`src/rtl/task_9_out.sv`:
```
// Frame output stage: buffers NUM_WORDS words, then replays them newest-first on AXI-Stream.
// Optional macro TASK9_OUT_CHECKSUM_EN appends an XOR checksum beat to each frame.
module task_9_out #(
  parameter int DATA_WIDTH = 8,
  parameter int NUM_WORDS  = 243
) (
  input  logic                  i_clk,
  input  logic                  i_rst_n,
  input  logic [DATA_WIDTH-1:0] i_data,
  input  logic                  i_data_valid,
  output logic                  o_data_req,
  output logic [DATA_WIDTH-1:0] o_tdata,
  output logic                  o_tvalid,
  input  logic                  i_tready,
  output logic                  o_tlast,
  output logic                  o_output_last
);

  localparam int CW = $clog2(NUM_WORDS + 1);
  localparam int AW = (NUM_WORDS > 1) ? $clog2(NUM_WORDS) : 1;
  localparam logic [CW-1:0] LAST_IDX = CW'(NUM_WORDS - 1);

  typedef enum logic [1:0] {IDLE, COLLECT, DRAIN, DONE} state_t;

  state_t                state_q, state_d;
  logic [CW-1:0]         wr_cnt_q, wr_cnt_d;
  logic [CW-1:0]         rd_idx_q, rd_idx_d;
  logic [DATA_WIDTH-1:0] buf_q [NUM_WORDS];
  logic                  accept;
`ifdef TASK9_OUT_CHECKSUM_EN
  logic [DATA_WIDTH-1:0] csum_q, csum_d;
  logic                  csum_beat_q, csum_beat_d;
`endif

  assign accept = (state_q == COLLECT) && i_data_valid;

  // Frame storage is never reset; a slot is always written before it is read.
  always_ff @(posedge i_clk) begin
    if (i_rst_n && accept) begin
      buf_q[wr_cnt_q[AW-1:0]] <= i_data;
    end
  end

  always_comb begin
    state_d       = state_q;
    wr_cnt_d      = wr_cnt_q;
    rd_idx_d      = rd_idx_q;
    o_data_req    = 1'b0;
    o_tvalid      = 1'b0;
    o_tlast       = 1'b0;
    o_output_last = 1'b0;
    o_tdata       = '0;
`ifdef TASK9_OUT_CHECKSUM_EN
    csum_d        = csum_q;
    csum_beat_d   = csum_beat_q;
`endif
    case (state_q)
      IDLE: begin
        state_d  = COLLECT;
        wr_cnt_d = '0;
      end
      COLLECT: begin
        o_data_req = 1'b1;
        if (i_data_valid) begin
          wr_cnt_d = wr_cnt_q + CW'(1);
`ifdef TASK9_OUT_CHECKSUM_EN
          csum_d   = csum_q ^ i_data;
`endif
          if (wr_cnt_q == LAST_IDX) begin
            state_d  = DRAIN;
            rd_idx_d = LAST_IDX;
          end
        end
      end
      DRAIN: begin
        // Data and last are pure functions of registered state, so they hold during stalls.
        o_tvalid = 1'b1;
`ifdef TASK9_OUT_CHECKSUM_EN
        if (csum_beat_q) begin
          o_tdata = csum_q;
          o_tlast = 1'b1;
          if (i_tready) state_d = DONE;
        end else begin
          o_tdata = buf_q[rd_idx_q[AW-1:0]];
          if (i_tready) begin
            if (rd_idx_q == '0) csum_beat_d = 1'b1;
            else                rd_idx_d    = rd_idx_q - CW'(1);
          end
        end
`else
        o_tdata = buf_q[rd_idx_q[AW-1:0]];
        o_tlast = (rd_idx_q == '0);
        if (i_tready) begin
          if (rd_idx_q == '0) state_d  = DONE;
          else                rd_idx_d = rd_idx_q - CW'(1);
        end
`endif
      end
      DONE: begin
        o_output_last = 1'b1;
        state_d       = COLLECT;
        wr_cnt_d      = '0;
        rd_idx_d      = '0;
`ifdef TASK9_OUT_CHECKSUM_EN
        csum_d        = '0;
        csum_beat_d   = 1'b0;
`endif
      end
      default: state_d = IDLE;
    endcase
  end

  always_ff @(posedge i_clk) begin
    if (!i_rst_n) begin
      state_q     <= IDLE;
      wr_cnt_q    <= '0;
      rd_idx_q    <= '0;
`ifdef TASK9_OUT_CHECKSUM_EN
      csum_q      <= '0;
      csum_beat_q <= 1'b0;
`endif
    end else begin
      state_q     <= state_d;
      wr_cnt_q    <= wr_cnt_d;
      rd_idx_q    <= rd_idx_d;
`ifdef TASK9_OUT_CHECKSUM_EN
      csum_q      <= csum_d;
      csum_beat_q <= csum_beat_d;
`endif
    end
  end

endmodule

```
`config.mk`:
```
export PLATFORM = sky130hd
export DESIGN_NAME = task_9_out
export DESIGN_NICKNAME = d
export VERILOG_FILES = /design/src/rtl/task_9_out.sv
export SDC_FILE = /design/constraint.sdc
export NUM_CORES = 2
export LEC_CHECK = 0
export ABC_AREA = 1
export ABC_CLOCK_PERIOD_IN_PS = 6800
export BUFFER_PORTS_ARGS = -buffer_cell sky130_fd_sc_hd__buf_2
export CORE_MARGIN = 2
export CORE_UTILIZATION = 55
export DETAILED_ROUTE_END_ITERATION = 10
export PLACE_DENSITY = 0.7
export SYNTH_ARGS = -nofsm -noshare
export SYNTH_HDL_FRONTEND = slang
export SYNTH_SLANG_ARGS = --single-unit
```
`constraint.sdc`:
```
create_clock -name i_clk -period 6.8 [get_ports i_clk]
set_input_delay 0.34 -clock i_clk [delete_from_list [all_inputs] [get_ports i_clk]]
set_output_delay 0.34 -clock i_clk [all_outputs]
set_load 0.1 [all_outputs]
```
==> flow_metrics.tcl <==
set metrics [dict create \
    fp.dieW_um 387 \
    die_area_um2 150000 \
    synth_ff_type "edfxtp_1" \
    fin_tns_setup_ns 0 \
    power_density_nw_per_um2 394 \
    cts_made_buffers 193 \
    grt_pass1_wl_um 321000 \
    synth_cells 6918 \
    synth_nets 6941 \
    p_total_w 0.0347 \
    cp-start-kind "flip-flop" \
    finClkSkew_ns 0.0366 \
    gp_congestion 0.874 \
    drtAntennaViolNets 0 \
    core_um2 146000 \
    fin_cells 8834 \
    p_leak_nw 30.7 \
    grt_max_degree 262 \
    antenna_found_initial 8 \
    cts_max_level 4 \
    syn_area_um2 80800 \
    synth-async-reset-ratio_pct 0 \
    wl_per_cell_um 24.4 \
    num_rows 140 \
    clkSinkCount 1970 \
    cp-end-kind "output pin" \
    finalNetCount 6782 \
    rsz0062_at_grt "false" \
    design_area_um2 88000 \
    synth_seq_area_share_pct 72.9 \
    drv_cap 0 \
    first_global_vias 51000 \
    num_vias 53700 \
    max-vdd-ir-drop_mv 0.392 \
    worstPathArrival_ns 5.24 \
    port_buffers 23 \
    fin_crit_sh_pct 82.1 \
    drive_gt1_share_pct 5.68 \
    fin_hold_ws_ns 0.0737 \
    cts_setup_buffers 0 \
    vias_per_cell 6.08 \
    pin_count 24 \
    grt_overflow_total 0 \
    clk_latency_ns 0.83 \
    avgSynthCellArea_um2 11.7 \
    cts_root_buf "clkbuf_16" \
    hold_violations 0 \
    track_usage_pct 28.3 \
    finalWirelength_um 215000 \
    synthToLayoutAreaGrowth_pct 8.89 \
    clk_pin_slew_worst_paths_ns 0.06 \
    path_class "flip-flop to output pin" \
    start_util_pct 55.5 \
    dr.pass1.iters 6 \
    hp-class "primary input to flip-flop" \
    drtIter0Drc 7419 \
    die_y_um 387 \
    finalSetupViolations 0 \
    worst_pin_slew_ns 1.32 \
    synth-edff-count 1944 \
    drcViolationCount 0 \
    place_inst 8475 \
    ys_ff_latch 1970 \
    path_max_fanout 151 \
    yosysWarnings 0 \
    fmax_ghz 0.179 \
    min_period_ns 5.58 \
    yosysUniqueCellTypes 32 \
    place_area_um2 81700 \
    max-slew-margin-rel_pct 11.9 \
    cts_buffer_depth 3 \
    cts_tree "yes" \
    hpwl_um 116000 \
    cp.required_ns 6.46 \
    status "finished, final reports clean" \
    slew_viol_final 0 \
]
## critical path, cell delays in order, from the launching register on
cell	delay (ns)
dfxtp_4	0.82
inv_8	0.37
buf_12	0.41
nand3_1	0.29
nand3_1	0.10
nand3_1	0.26
nand3_1	0.22
nand2_1	0.15
nand2_1	0.05
nand3_1	0.14
nand3_1	0.15
a21oi_1	0.51
buf_2	0.54
## area by class of cell
class                   count  area [um2]
clock buffers             245        5220
well taps                1917        2400
diodes                      2        5.00
repair buffers            104        1070
clock inverters           106        1010
fillers                 11300       57700
flip-flops and latches   1970       58900
inverters                  92         389
multi-input cells        4398       19000
## metrics by stage
| stage | worst slack (ns) | util (%) |
|---|---|---|
| floorplan | 2.13 | - |
| global placement | 2.26 | 56.1 |
| detailed placement | 2.28 | 56.1 |
| CTS | 1.33 | 60.4 |
| global route | 1.17 | 60.4 |
| finish | 1.22 | 60.4 |
## final timing paths
| kind | startpoint | end | slack, ns | depth (start not counted) |
|---|---|---|---|---|
| setup / recovery | flip-flop | o_tdata[2] | 1.22 | 12 |
| hold / removal | i_data[6] | buf_q[189][6] | 0.07 | 1 |
| setup reg to reg | state_q[1] | buf_q[151][0] | 2.49 | 9 |
| hold reg to reg | wr_cnt_q[1] | wr_cnt_q[1] | 0.52 | 2 |
## Yosys cell counts (4+ instances only)
master	number	area share (%)
a21oi_1	31	0.19
a221oi_1	4	0.043
buf_1	35	0.16
buf_2	179	1.1
buf_4	97	0.90
buf_6	36	0.50
clkbuf_1	109	0.51
dfxtp_1	26	0.64
edfxtp_1	1944	72
ha_1	11	0.17
inv_1	86	0.40
nand2_1	2163	10
nand3_1	1695	10
nor2_1	384	1.8
nor3_1	4	0.025
o211ai_1	15	0.14
o21ai_0	74	0.46
or2_2	5	0.039
## cell usage in the layout, fill, tap and decap left out, drive strengths merged, types with 2 or more instances in the layout
master	instances
nor2	384
diode	2
clkbuf	245
dfxtp	26
nand2	2163
buf	98
nand3	1695
o211ai	15
edfxtp	1944
bufinv	17
dlygate4sd3	6
or2	5
a21oi	31
clkinv	82
nor3	4
ha	11
a31oi	2
o21ai	77
a221oi	4
inv	98
## power breakdown
| group | switching [W] | leakage, nW | internal [W] |
|---|---|---|---|
| registers | 0.000269 | 17.7 | 0.0134 |
| logic | 0.00777 | 9.96 | 0.00268 |
| clock network | 0.00455 | 3.05 | 0.00606 |
| total | 0.0126 | 30.7 | 0.0221 |
## cell families after synthesis
| logic type | count (synthesis) | share of synthesized area (%) |
|---|---|---|
| AND/OR/NAND/NOR | 4253 | 22.4 |
| flip-flops | 1970 | 72.9 |
| buffers and inverters | 550 | 3.66 |
| AO/OA/AOI/OAI | 133 | 0.904 |
| adder cells (fa/ha/maj) | 11 | 0.170 |
| XOR/XNOR | 1 | 0.0108 |
## per-layer routing
layer  track usage, %  vias to the layer above  wire [um]
li1                 -                    24000          -
met1             40.4                    26200      85800
met2             42.5                     3020      97600
met3             7.39                      442      25200
met4             9.82                       10       6690
met5                0                        -         69
## flip-flops by register name, indices dropped and copies added (netlist names), named ones only
register	cells
buf_q	1944
rd_idx_q	8
state_q	2
wr_cnt_q	8
## what timing repair did
item	in CTS	in global routing
hold buffers	6	0
resized for setup	0	0
hold endpoints to repair	178	0
Note: power is estimated with default switching activity, not from simulation.
